===== config.mk =====
export PLATFORM = sky130hd
export DESIGN_NAME = reg_wb_arbiter
export DESIGN_NICKNAME = d
export VERILOG_FILES = /design/src/rtl/reg_wb_arbiter.sv
export SDC_FILE = /design/constraint.sdc
export NUM_CORES = 1
export LEC_CHECK = 0
export ABC_AREA = 1
export CAP_MARGIN = 20
export CELL_PAD_IN_SITES_DETAIL_PLACEMENT = 1
export CELL_PAD_IN_SITES_GLOBAL_PLACEMENT = 1
export CORE_AREA = 2 2 193 271
export DETAILED_ROUTE_END_ITERATION = 8
export DIE_AREA = 0 0 195 273
export HOLD_SLACK_MARGIN = 0.02
export MAX_ROUTING_LAYER = met4
export PLACE_DENSITY_LB_ADDON = 0.1
export SETUP_SLACK_MARGIN = 0.5
export SKIP_CTS_REPAIR_TIMING = 1
export SLEW_MARGIN = 20
export SYNTH_ARGS = -nofsm -noshare
export SYNTH_HDL_FRONTEND = slang
export SYNTH_SLANG_ARGS = --single-unit

===== constraint.sdc =====
create_clock -name clk_in -period 10.6 [get_ports clk_in]
set_input_delay 1.06 -clock clk_in [delete_from_list [all_inputs] [get_ports clk_in]]
set_output_delay 1.06 -clock clk_in [all_outputs]
set_load 0.05 [all_outputs]

===== src/rtl/reg_wb_arbiter.sv =====
// Round-robin writeback arbiter: grants up to NUM_WR_PORTS requesters per cycle onto registered
// register-file write ports with matching wakeups. Optional stall counters: REG_WB_ARB_PERF_EN.
module reg_wb_arbiter #(
  parameter int NUM_REQ       = 4,
  parameter int NUM_WR_PORTS  = 2,
  parameter int NUM_PHYS_REGS = 128,
  parameter int WORD_SIZE     = 64,
  localparam int PREG_BITS    = $clog2(NUM_PHYS_REGS)
) (
  input  logic                                       clk_in,
  input  logic                                       rst_in,
  input  logic [NUM_REQ-1:0]                         req_valid_in,
  input  logic [NUM_REQ-1:0][PREG_BITS-1:0]          req_preg_in,
  input  logic [NUM_REQ-1:0][WORD_SIZE-1:0]          req_data_in,
  output logic [NUM_REQ-1:0]                         req_ready_out,
  output logic [NUM_WR_PORTS-1:0]                    wr_en_out,
  output logic [NUM_WR_PORTS-1:0][PREG_BITS-1:0]     wr_index_out,
  output logic [NUM_WR_PORTS-1:0][WORD_SIZE-1:0]     wr_data_out,
  output logic [NUM_WR_PORTS-1:0]                    wake_valid_out,
  output logic [NUM_WR_PORTS-1:0][PREG_BITS-1:0]     wake_preg_out
`ifdef REG_WB_ARB_PERF_EN
  ,
  output logic [NUM_REQ-1:0][31:0]                   stall_cnt_out
`endif
);

  localparam int PTR_W = (NUM_REQ > 1) ? $clog2(NUM_REQ) : 1;

  logic [PTR_W-1:0]                            rr_ptr_q, rr_ptr_d;
  logic [NUM_REQ-1:0]                          grant;
  logic [NUM_WR_PORTS-1:0]                     wr_en_q, wr_en_d;
  logic [NUM_WR_PORTS-1:0][PTR_W-1:0]          port_sel;
  logic [NUM_WR_PORTS-1:0][PREG_BITS-1:0]      wr_index_q, wr_index_d;
  logic [NUM_WR_PORTS-1:0][WORD_SIZE-1:0]      wr_data_q, wr_data_d;

  // Scan from rr_ptr upward with wrap; the n-th valid requester found lands on port n.
  always_comb begin : grant_scan
    logic [PTR_W:0]   pos;
    logic [PTR_W-1:0] idx;
    int               n_grant;
    grant    = '0;
    wr_en_d  = '0;
    port_sel = '0;
    rr_ptr_d = rr_ptr_q;
    n_grant  = 0;
    pos      = '0;
    idx      = '0;
    for (int k = 0; k < NUM_REQ; k++) begin
      pos = {1'b0, rr_ptr_q} + (PTR_W+1)'(k);
      if (pos >= (PTR_W+1)'(NUM_REQ)) pos = pos - (PTR_W+1)'(NUM_REQ);
      idx = pos[PTR_W-1:0];
      if (!rst_in && req_valid_in[idx] && (n_grant < NUM_WR_PORTS)) begin
        grant[idx] = 1'b1;
        for (int p = 0; p < NUM_WR_PORTS; p++) begin
          if (p == n_grant) begin
            wr_en_d[p]  = 1'b1;
            port_sel[p] = idx;
          end
        end
        rr_ptr_d = (idx == PTR_W'(NUM_REQ - 1)) ? '0 : idx + 1'b1;
        n_grant  = n_grant + 1;
      end
    end
  end

  // Idle ports keep their last index/data.
  always_comb begin
    wr_index_d = wr_index_q;
    wr_data_d  = wr_data_q;
    for (int p = 0; p < NUM_WR_PORTS; p++) begin
      if (wr_en_d[p]) begin
        wr_index_d[p] = req_preg_in[port_sel[p]];
        wr_data_d[p]  = req_data_in[port_sel[p]];
      end
    end
  end

  always_ff @(posedge clk_in) begin
    if (rst_in) begin
      rr_ptr_q   <= '0;
      wr_en_q    <= '0;
      wr_index_q <= '0;
      wr_data_q  <= '0;
    end else begin
      rr_ptr_q   <= rr_ptr_d;
      wr_en_q    <= wr_en_d;
      wr_index_q <= wr_index_d;
      wr_data_q  <= wr_data_d;
    end
  end

  assign req_ready_out  = grant;
  assign wr_en_out      = wr_en_q;
  assign wr_index_out   = wr_index_q;
  assign wr_data_out    = wr_data_q;
  assign wake_valid_out = wr_en_q;
  assign wake_preg_out  = wr_index_q;

`ifdef REG_WB_ARB_PERF_EN
  logic [NUM_REQ-1:0][31:0] stall_cnt_q;

  always_ff @(posedge clk_in) begin
    if (rst_in) begin
      stall_cnt_q <= '0;
    end else begin
      for (int i = 0; i < NUM_REQ; i++) begin
        if (req_valid_in[i] && !grant[i] && (stall_cnt_q[i] != 32'hFFFF_FFFF)) begin
          stall_cnt_q[i] <= stall_cnt_q[i] + 32'd1;
        end
      end
    end
  end

  assign stall_cnt_out = stall_cnt_q;
`endif

endmodule


; ---- Word level (Yosys, flattened, before mapping)
; Index checks and enable logic that the tools add are counted.
[word_totals]
regBits = 146
in_bits = 290
output_inout_bits = 164
wordCells = 125
[op_classes]
n_addsub = 13
order_cmp = 17
n_eq_ne = 7
muxes = 63
bitwise_logic = 3
reduce_logical = 16
[op_table]
columns = op, n
row1 = $bmux W64 S2, 2
row2 = $mux W64, 2
row3 = $eq A2 B32 Y1 const A, 3
row4 = $logic_not A32 Y1, 3
row5 = $lt A32 B3 Y1 const B, 3
row6 = $add A32 B2 Y32 const B, 2
row7 = $mux W32, 2
row8 = $mux W2, 22
row9 = $bmux W7 S2, 2
row10 = $mux W4, 7
row11 = $lt A2 B3 Y1 const B, 6
row12 = $mux W1, 16
row13 = $mux W7, 2
row14 = $or A4 B4 Y4, 3
row15 = $logic_and A1 B1 Y1, 11
row16 = $ge A3 B3 Y1 const B, 3
row17 = $add A2 B1 Y2 const B, 4
row18 = $bmux W1 S2, 4
row19 = $demux W1 S2, 4
row20 = $eq A2 B2 Y1 const B, 4
row21 = $ge A2 B1 Y1 const B, 4
row22 = $sub A2 B1 Y2 const B, 4
row23 = $add A2 B2 Y3 const B, 2
row24 = $reduce_bool A4 Y1, 1
row25 = other kinds (3), 3

; ---- Logic depth before layout (Yosys ltp)
; Gate-level depths: netlist of the first run.
[logic_depth]
depth_word = 17
ltp_mapped = 25

; ---- Worst setup path before layout of the first run
; No wires, ideal clock.
[synth_path]
path_kind = input -> output
start = input rst_in
end = output req_ready_out[0]
arrival_time_ns = 4.069
t_required_ns = 9.540
slack_ns = 5.471
path_stages = 12
n_path_buf = 1
cell_sequence = buf_2 > inv_1 > nand3_1 > nand2_1 > ha_1 > nor2_1 > nand3_1 > inv_1 > fa_1 > nor2_1 > nand3_4 > o21ai_0
[synth_via]
elab_chain_len = 12
elab_cells_between_ends = 23
[synth_lines]
columns = element, line_no
row1 = from (decl), 11  ; input logic rst_in,
row2 = $logic_not A1 Y1 *, 52  ; if (!rst_in && req_valid_in[idx] && (n_grant < NUM_WR_PORTS)) begin
row3 = $logic_and A1 B1 Y1, 52
row4 = $mux W1, 52
row5 = $lt A32 B3 Y1, 52
row6 = $logic_and A1 B1 Y1, 52
row7 = $mux W32, 52
row8 = $lt A32 B3 Y1, 52
row9 = $logic_and A1 B1 Y1, 52
row10 = $mux W32, 52
row11 = $lt A32 B3 Y1, 52
row12 = $logic_and A1 B1 Y1, 52
row13 = $mux W4 *, 52
row14 = to (decl), 15  ; output logic [NUM_REQ-1:0] req_ready_out,
; Every way passes the cells marked *; elsewhere a longest branch is shown, timed or not.

; ---- Worst setup path after layout of the first run
[layout_path]
start = register rr_ptr_q[0]
end = register wr_data_q, in the netlist wr_data_out[17]
[layout_via]
elab_chain_len = 17
elab_cells_between_ends = 57
[layout_lines]
columns = element, line_no
row1 = from (decl), 29  ; logic [PTR_W-1:0] rr_ptr_q, rr_ptr_d;
row2 = from (signal assigned), 85  ; rr_ptr_q <= rr_ptr_d;
row3 = $ge A2 B3 Y1 / $sub A2 B1 Y2 (equally long branches), 50  ; if (pos >= (PTR_W+1)'(NUM_REQ)) pos = pos - (PTR_W+1)'(NUM_REQ);
row4 = $mux W2, 50
row5 = $bmux W1 S2, 52
row6 = $mux W1 (implied by the code), 52
row7 = $logic_and A1 B1 Y1, 52
row8 = $mux W1, 52
row9 = $lt A32 B3 Y1, 52
row10 = $logic_and A1 B1 Y1, 52
row11 = $mux W32, 52
row12 = $lt A32 B3 Y1, 52
row13 = $logic_and A1 B1 Y1, 52
row14 = $mux W32, 52
row15 = $lt A32 B3 Y1 / $logic_not A32 Y1 (equally long branches), "52, 55"
row16 = $logic_and A1 B1 Y1 / $mux W2 (equally long branches), "52, 55"
row17 = $mux W4, 52
row18 = $bmux W64 S2, 73  ; wr_data_d[p] = req_data_in[port_sel[p]];
row19 = $mux W64 (implied by the code), 73
row20 = to (signal assigned), 88  ; wr_data_q <= wr_data_d;
row21 = to (decl), 34  ; logic [NUM_WR_PORTS-1:0][WORD_SIZE-1:0] wr_data_q, wr_data_d;
; Parallel ways exist; a longest one is shown, timed or not. The select of a mux whose other input is x is not followed.
; A chain may end at the register's enable or synchronous reset.

==> impl_metrics.py, run 1 <==
metrics = {
    "layout": {
        "post-route-util": 0.354,
        "fin_nets": 2916,
        "stdcell_area_mm2": 0.0180,
        "syn_to_final_growth_pct": 43.0,
        "drive_above_1_share": 0.0290,
        "fin_cells": 3287,
    },
    "critical_path": {
        "required_ps": 11010,
        "critPathCaptureType": "register",
        "cpMostUsedCell": "nand3_1",
        "cp.arrival_ps": 6840,
        "timing.critical_path.slowest_cell_delay_ps": 860,
        "worstPathMaxFanout": 142,
        "path_cells": "inv_4 -> ha_1 -> inv_2 -> nand3_1 -> nand3_2 -> inv_2 -> ha_1 -> nor2_1 -> nand3_1 -> inv_1 -> fa_1 -> nor2_4 -> nand3_2 -> nand3_4 -> nand2_8 -> nand2_1 -> nand3_1 -> nand3_1 -> nand2_1 -> inv_1",
        "r2r_slack_ps": 4170,
        "crit_slowest_cell": "nand2_8",
        "path_class": "register to register",
        "critical_path.startpoint_type": "register",
    },
    "grt": {
        "grt_pass1_vias": 16900,
        "grt_pass1_wl_um": 100000,
        "grt_use_total": 0.253,
        "gr-total-overflow": 0,
        "antenna_found_initial": 14,
        "grt_max_degree": 143,
    },
    "die": {
        "start_util": 0.247,
        "io_pins": 454,
        "core-area_mm2": 0.0508,
        "rows": 98,
        "die_h_um": 273,
        "die_area_mm2": 0.0532,
        "fp.dieW_um": 195,
    },
    "synth": {
        "netlist_area_mm2": 0.0126,
        "yosysSeqAreaShare": 0.233,
        "synth_mux_area_frac": 0,
        "synth_cell_types": 32,
        "synthAdderAreaFrac": 0.0145,
        "synth_compound_area_frac": 0.0389,
        "synth_xor_area_frac": 0.000697,
        "postSynthCellCount": 2303,
        "synth_top_family_by_area": "simple AND/OR/NAND/NOR gates",
        "yosys.area.top_type": "nand3_1",
        "synthSimpleGateAreaFrac": 0.487,
        "syn-mean-instance-area_um2": 5.45,
        "synth_top_area_frac": 0.288,
        "synth.ff_latch_count": 146,
        "synth_warnings": 0,
        "syn-num-nets": 2607,
        "synth_area_leaders": "nand3_1 (29%), dfxtp_1 (23%), inv_1 (15%)",
    },
    "timing": {
        "maxSlewHeadroom": 0.265,
        "finalMaxSlewViolations": 0,
        "tightest_slew_ps": 1100,
        "setup_tns_ps": 0,
        "hold_viol_final": 0,
        "hold_ws_ps": 561,
        "period_minus_slack_ps": 6430,
        "fin_skew_ps": 8.69,
        "post-route-period-util": 0.607,
        "fmax_ghz": 0.156,
        "rsz0062_at_grt": "no",
        "fin_ws_ps": 4170,
        "setup_violations": 0,
    },
    "detailed_routing": {
        "via_per_inst": 4.91,
        "wl_per_cell_um": 20.2,
        "drtPass1Iterations": 5,
        "wirelength_um": 66300,
        "drc": 0,
        "vias": 16100,
        "drt.antenna.violating_nets": 0,
        "drt_iter0_drc": 767,
    },
    "placement": {
        "dp_hpwl_um": 44400,
        "port_buffers": 453,
        "placed_cell_area_mm2": 0.0172,
        "dp_slack_ps": 4110,
        "place_inst": 3242,
        "place.gp.congestion": 0.867,
    },
    "clocking": {
        "clk_latency_ps": 460,
        "clock-sinks": 146,
        "path_clk_slew_ps": 70,
        "cts_buffers": 17,
        "htreeDepth": 4,
        "cts_tree": "yes",
        "cts_root_buf": "clkbuf_16",
        "clock_path_buffers": 2,
    },
    "status": {
        "status": "completed",
    },
    "worst_hold_path": {
        "hp-class": "register to register",
    },
    "power": {
        "p_per_area_mw_per_mm2": 364,
        "power_mw": 6.53,
        "ir_worst_vdd_uv": 588,
        "p_leak_nw": 9.56,
    },
    "flow_run": {
        "cap_violations": 0,
    },
}
==> cell type report <==
cell class,count,area (µm²)
clock inverters,13,235
inverters,520,1960
well taps,650,813
multi-input cells,1456,6880
repair buffers,471,4690
flip-flops and latches,146,2920
clock buffers,17,425
fillers,6720,32800
diodes,14,35.0
==> worst paths after layout <==
check	start	endpoint	cells past startpoint
max	rr_ptr_q[0]	wr_data_out[17]	20
min reg2reg	wr_data_out[57]	wr_data_out[57]	4
max reg2reg	rr_ptr_q[0]	wr_data_out[17]	20
min	wr_data_out[57]	wr_data_out[57]	4
==> critical path, delay by kind of cell (launching register included) <==
family / cells / cell delay [ps]
adder cells (fa/ha/maj): 3 / 1180
buffers and inverters: 5 / 770
flip-flops: 1 / 820
AND/OR/NAND/NOR: 12 / 3550
==> synthesized netlist by cell type <==
cell type and count:
nand2_2 3, nand4_1 5, buf_2 71, nor2_1 150
dfxtp_1 146, a21oi_1 4, a31oi_1 1, xor2_1 1
nand3_4 3, buf_6 3, buf_4 25, nand2_1 455
nand3_2 5, inv_2 5, a221oi_1 3, a211oi_1 1
inv_4 1, fa_1 1, nor2_4 2, nor3_1 1
o22ai_1 2, ha_1 13, nand4_2 1, o21ai_0 78
o2111ai_1 1, o21ai_2 1, inv_1 514, clkbuf_1 59
buf_1 23, a21oi_2 1, nand4_4 2, nand3_1 722
==> flip-flops by register name, summed over array words and instances, names as in the netlist <==
signal and flops:
wr_data_out 128, wake_preg_out 14, rr_ptr_q 2, wake_valid_out 2
==> where the power goes <==
part           leakage, nW  internal, mW  switching, mW
registers             1.21         0.760          0.146
logic                 8.04          1.44           3.46
clock network        0.315         0.440          0.287
==> cells by family after synthesis <==
kind of cell    count (synthesis)
simple gates                 1349
buf+inv                       701
compound gates                 92
fa+ha+maj                      14
flops                         146
xor+xnor                        1
==> cell usage in the layout (no fill, tap or decap), drive strengths merged, types with 2 or more instances in the layout <==
cell type	netlist	layout
ha	13	13
dfxtp	146	146
a221oi	3	3
nand3	730	730
clkinv	0	5
a21oi	5	5
o22ai	2	2
clkinvlp	0	2
diode	0	14
clkdlybuf4s50	0	452
clkbuf	59	17
nand4	8	8
bufinv	0	6
nor2	152	152
inv	520	520
nand2	458	458
o21ai	79	79
buf	122	19
==> layer usage <==
metal | track usage | up-vias | routed length, µm
met5 | - | - | 0
met4 | 0.112 | 0 | 2390
met3 | 0.0526 | 99 | 3850
met2 | 0.444 | 468 | 33900
met1 | 0.274 | 7820 | 26200
li1 | - | 7745 | -
Note: power is estimated with default switching activity, not from simulation.
==> inputs of run 2 (changes only) <==
- clock period: 10.6 -> 6.04 ns (I/O delays scaled with it)
==> impl_metrics.py, run 2 (same netlist as run 1, synthesis figures left out) <==
metrics = {
    "timing": {
        "finalMaxSlewViolations": 0,
        "fmax_ghz": 0.195,
        "setup_tns_ps": 0,
        "post-route-period-util": 0.850,
        "rsz0062_at_grt": "no",
        "setup_violations": 0,
        "hold_viol_final": 0,
        "fin_ws_ps": 907,
        "fin_skew_ps": 8.60,
        "period_minus_slack_ps": 5130,
        "maxSlewHeadroom": 0.273,
        "tightest_slew_ps": 1090,
    },
    "grt": {
        "grt_max_degree": 143,
        "gr-total-overflow": 0,
        "grt_use_total": 0.257,
        "antenna_found_initial": 14,
        "grt_pass1_vias": 16900,
        "grt_pass1_wl_um": 102000,
    },
    "clocking": {
        "cts_root_buf": "clkbuf_16",
        "path_clk_slew_ps": 70,
        "cts_tree": "yes",
        "clock-sinks": 146,
        "htreeDepth": 4,
        "cts_buffers": 17,
        "clock_path_buffers": 2,
        "clk_latency_ps": 480,
    },
    "layout": {
        "n_fill_cell": 6670,
        "syn_to_final_growth_pct": 44.0,
        "fin_nets": 2924,
        "regArea_mm2": 0.00292,
        "multiInputGateArea_mm2": 0.00692,
        "most-common-layout-cells": "nand3_1 (721), inv_1 (513), nand2_1 (454), clkdlybuf4s50_1 (448), nor2_1 (150)",
        "layout_commonest_cell": "nand3_1",
        "post-route-util": 0.356,
        "largest_reg_flops": 128,
        "drive_above_1_share": 0.0323,
        "fin_cells": 3297,
    },
    "status": {
        "status": "completed",
    },
    "die": {
        "fp.dieW_um": 195,
        "rows": 98,
        "die_h_um": 273,
        "core-area_mm2": 0.0508,
        "start_util": 0.247,
        "die_area_mm2": 0.0532,
        "io_pins": 454,
    },
    "worst_hold_path": {
        "hp-class": "primary input to register",
        "worstHoldPathCells": 4,
    },
    "placement": {
        "place_inst": 3247,
        "dp_hpwl_um": 45200,
        "dp_slack_ps": 552,
        "port_buffers": 453,
        "place.gp.congestion": 0.852,
    },
    "critical_path": {
        "critPathCaptureType": "register",
        "rr_endpoint": "wr_data_out[70]",
        "cp-endpoint": "wr_data_out[70]",
        "rr_startpoint": "rr_ptr_q[1]",
        "timing.critical_path.slowest_cell_delay_ps": 610,
        "crit_cells": 21,
        "critPathLaunch": "rr_ptr_q[1]",
        "ff2ff_path_depth": 21,
        "crit_slowest_cell": "nand2_4",
        "required_ps": 6410,
        "cp.arrival_ps": 5510,
        "r2r_slack_ps": 910,
        "path_buf_inv": 6,
        "crit_family": "simple AND/OR/NAND/NOR gates",
        "worstPathMaxFanout": 28,
        "critical_path.startpoint_type": "register",
        "path_cells": "inv_2 -> ha_1 -> inv_2 -> nand3_1 -> nand3_2 -> inv_2 -> ha_1 -> nor2_1 -> nand3_1 -> inv_1 -> fa_1 -> inv_1 -> nor2_4 -> nand3_4 -> nand3_4 -> nand2_4 -> nand2_1 -> nand3_1 -> nand3_1 -> nand2_1 -> inv_1",
        "cpMostUsedCell": "nand3_1",
        "path_class": "register to register",
    },
    "power": {
        "power.share.clock": 0.098,
        "switching_power_mw": 7.05,
        "p_per_area_mw_per_mm2": 645,
        "ir_worst_vdd_uv": 793,
        "p_sw_frac": 0.604,
        "comb_power_share": 0.767,
        "p_leak_nw": 9.69,
        "cellInternalPower_mw": 4.61,
        "p_seq_frac": 0.136,
        "power_mw": 11.7,
    },
    "detailed_routing": {
        "via_per_inst": 4.91,
        "vias": 16200,
        "drc": 0,
        "drt_iter0_drc": 773,
        "wirelength_um": 69800,
        "wl_per_cell_um": 21.2,
        "drt.antenna.violating_nets": 0,
        "drtPass1Iterations": 5,
    },
    "flow_run": {
        "cap_violations": 0,
    },
}
[run 2: cell types whose count changed in the layout (fill, tap and decap cells not counted), sizes merged]
| cell | delta |
|---|---|
| nand2 | +3 |
| inv | +1 |
| buf | +4 |
| dlymetal6s2s | +4 |
| clkinv | +1 |
| clkdlybuf4s50 | -4 |
| clkbuf | +4 |
| clkinvlp | +1 |
| bufinv | -4 |
[run 2: metal layers]
layer | vias to the layer above | GRT usage | share of wire
met5 | - | - | 0
met4 | 0 | 0.123 | 0.042
met3 | 106 | 0.0510 | 0.056
met2 | 496 | 0.460 | 0.52
met1 | 7817 | 0.271 | 0.39
li1 | 7759 | - | -
[run 2: worst register-to-register path: stages, from the launching register on]
cell,delay [ps]
dfxtp_2,490
inv_2,120
ha_1,370
inv_2,180
nand3_1,140
nand3_2,260
inv_2,120
ha_1,210
nor2_1,310
nand3_1,230
inv_1,210
fa_1,500
inv_1,130
nor2_4,70
nand3_4,120
nand3_4,490
nand2_4,620
nand2_1,100
nand3_1,80
nand3_1,140
nand2_1,110
inv_1,40
[run 2: layout make-up]
class / instances / share of cell area
diodes: 14 / 0.00194
clock buffers: 20 / 0.0247
repair buffers: 476 / 0.268
well taps: 650 / 0.0450
inverters: 520 / 0.108
clock inverters: 12 / 0.00733
flip-flops and latches: 146 / 0.162
multi-input cells: 1459 / 0.383
[run 2: worst min path at each step]
stage,from,to,slack (ps)
after floorplan,rr_ptr_q[1],rr_ptr_q[1],630
after global placement,wr_data_out[13],wr_data_out[13],540
after detailed placement,wr_data_out[23],wr_data_out[23],550
after CTS,rst_in,wake_valid_out[1],460
after global routing,rst_in,wake_valid_out[1],490
final,rst_in,wake_valid_out[1],480
[run 2: power groups by stage]
| stage | Clock (mW) | Sequential [mW] | Combinational, mW |
|---|---|---|---|
| after CTS | 1.18 | 1.59 | 8.90 |
| after floorplan | 0 | 2.66 | 4.89 |
| after detailed placement | 0 | 1.61 | 8.87 |
| after global placement | 0 | 1.60 | 8.72 |
| after global routing | 1.20 | 1.62 | 9.76 |
| final | 1.14 | 1.58 | 8.94 |
[run 2: stage by stage]
stage	hold slack, ps	area [µm²]
6_report	483	18100
2_1_floorplan	626	12600
3_3_place_gp	543	17400
4_1_cts	462	18000
5_1_grt	494	18100
3_5_place_dp	551	17400
==> inputs of run 3 (changes only) <==
- clock period: 6.04 -> 4.4 ns (I/O delays scaled with it)
==> impl_metrics.py, run 3 (same netlist as run 1, synthesis figures left out) <==
metrics = {
    "status": {
        "status": "completed",
    },
    "critical_path": {
        "worstPathMaxFanout": 5,
        "path_cells": "inv_2 -> ha_4 -> inv_2 -> nand3_1 -> nand3_2 -> inv_2 -> ha_1 -> nor2_1 -> nand3_2 -> inv_2 -> fa_2 -> nor2_4 -> nand3_4 -> o21ai_0 -> buf_12",
        "cp.arrival_ps": 3330,
        "r2r_slack_ps": 670,
        "critical_path.startpoint_type": "register",
        "critPathCaptureType": "output port",
        "crit_slowest_cell": "o21ai_0",
        "path_class": "register to output port",
        "cpMostUsedCell": "inv_2",
        "timing.critical_path.slowest_cell_delay_ps": 430,
        "required_ps": 3960,
    },
    "power": {
        "power_mw": 17.9,
        "ir_worst_vdd_uv": 561,
        "p_per_area_mw_per_mm2": 927,
        "p_leak_nw": 10.2,
    },
    "grt": {
        "grt_pass1_vias": 17100,
        "grt_max_degree": 143,
        "grt_use_total": 0.252,
        "antenna_found_initial": 7,
        "grt_pass1_wl_um": 100000,
        "gr-total-overflow": 0,
    },
    "die": {
        "die_h_um": 273,
        "die_area_mm2": 0.0532,
        "io_pins": 454,
        "fp.dieW_um": 195,
        "rows": 98,
        "start_util": 0.247,
        "core-area_mm2": 0.0508,
    },
    "detailed_routing": {
        "via_per_inst": 4.95,
        "drt.antenna.violating_nets": 0,
        "drc": 0,
        "wl_per_cell_um": 22.0,
        "drt_iter0_drc": 730,
        "drtPass1Iterations": 8,
        "vias": 16600,
        "wirelength_um": 73600,
    },
    "layout": {
        "stdcell_area_mm2": 0.0193,
        "most-common-layout-cells": "nand3_1 (717), inv_1 (512), nand2_1 (454), clkdlybuf4s50_1 (448), nor2_1 (149)",
        "drive_above_1_share": 0.0601,
        "fin_nets": 2987,
        "layout_commonest_cell": "nand3_1",
        "multiInputGateArea_mm2": 0.00699,
        "regArea_mm2": 0.00292,
        "n_fill_cell": 6614,
        "largest_reg_flops": 128,
        "syn_to_final_growth_pct": 53.4,
    },
    "clocking": {
        "htreeDepth": 4,
        "clock_path_buffers": 2,
        "clock-sinks": 146,
        "path_clk_slew_ps": 70,
        "cts_root_buf": "clkbuf_16",
        "cts_tree": "yes",
        "clk_latency_ps": 470,
        "cts_buffers": 17,
    },
    "timing": {
        "finalMaxSlewViolations": 0,
        "hold_viol_final": 0,
        "rsz0062_at_grt": "yes",
        "setup_violations": 0,
        "post-route-period-util": 0.857,
        "fmax_ghz": 0.265,
        "maxSlewHeadroom": 0.577,
        "fin_skew_ps": 9.41,
        "tightest_slew_ps": 632,
        "period_minus_slack_ps": 3770,
        "setup_tns_ps": 0,
    },
    "placement": {
        "port_buffers": 453,
        "dp_hpwl_um": 45100,
        "place.gp.congestion": 0.821,
        "placed_cell_area_mm2": 0.0178,
    },
    "worst_hold_path": {
        "hp-class": "primary input to register",
    },
    "flow_run": {
        "cap_violations": 0,
    },
}
==> run 3: cell count changes in the layout (fill, tap and decap cells not counted), sizes merged <==
cell          delta
clkbuf          +12
clkinv           -2
clkinvlp         +1
nand3            +1
inv              +1
nand2            +1
bufinv           +1
diode            -6
dlymetal6s2s     -4
buf             +52
==> run 3: metrics by stage <==
stage               hold WS, ps   util  cells  setup slack, ps
global route                589  0.380   3353              440
detailed placement          549  0.350   3267              165
CTS                         557  0.362   3299              257
finish                      566  0.380   3354              631
floorplan                   626      -   2303              159
global placement            537  0.350   3267              276
==> run 3: report_power, final <==
part	total (mW)	internal [mW]	leakage (nW)	switching, mW
Sequential	2.16	1.83	1.21	0.333
Combinational	14.1	4.87	8.72	9.23
Clock	1.61	0.874	0.283	0.733
==> run 3: worst paths after layout <==
path                    startpoint          endpoint  depth (start not counted)
setup / recovery       rr_ptr_q[1]  req_ready_out[0]                         15
hold / removal              rst_in       rr_ptr_q[0]                          6
setup reg to reg       rr_ptr_q[1]   wr_data_out[40]                         23
hold reg to reg   wr_data_out[121]  wr_data_out[121]                          4
==> run 3: worst max-delay path, delay by kind of cell (launching register included) <==
kind | cells | cell delay, ps
flip-flops | 1 | 360
AND/OR/NAND/NOR | 6 | 690
buffers and inverters | 5 | 530
adder cells (fa/ha/maj) | 3 | 850
AO/OA/AOI/OAI | 1 | 430
==> run 3: final cells by class <==
type / instances / share of cell area
multi-input cells: 1461 / 0.363
diodes: 8 / 0.00104
clock inverters: 13 / 0.00786
well taps: 650 / 0.0422
flip-flops and latches: 146 / 0.152
inverters: 520 / 0.103
clock buffers: 19 / 0.0235
repair buffers: 537 / 0.308
==> run 3: metal layers <==
| layer | global-route usage | part of all wire | vias to the layer above |
|---|---|---|---|
| met5 | - | 0 | - |
| met3 | 0.0476 | 0.054 | 121 |
| li1 | - | - | 7886 |
| met4 | 0.118 | 0.037 | 0 |
| met1 | 0.275 | 0.40 | 8052 |
| met2 | 0.444 | 0.51 | 540 |
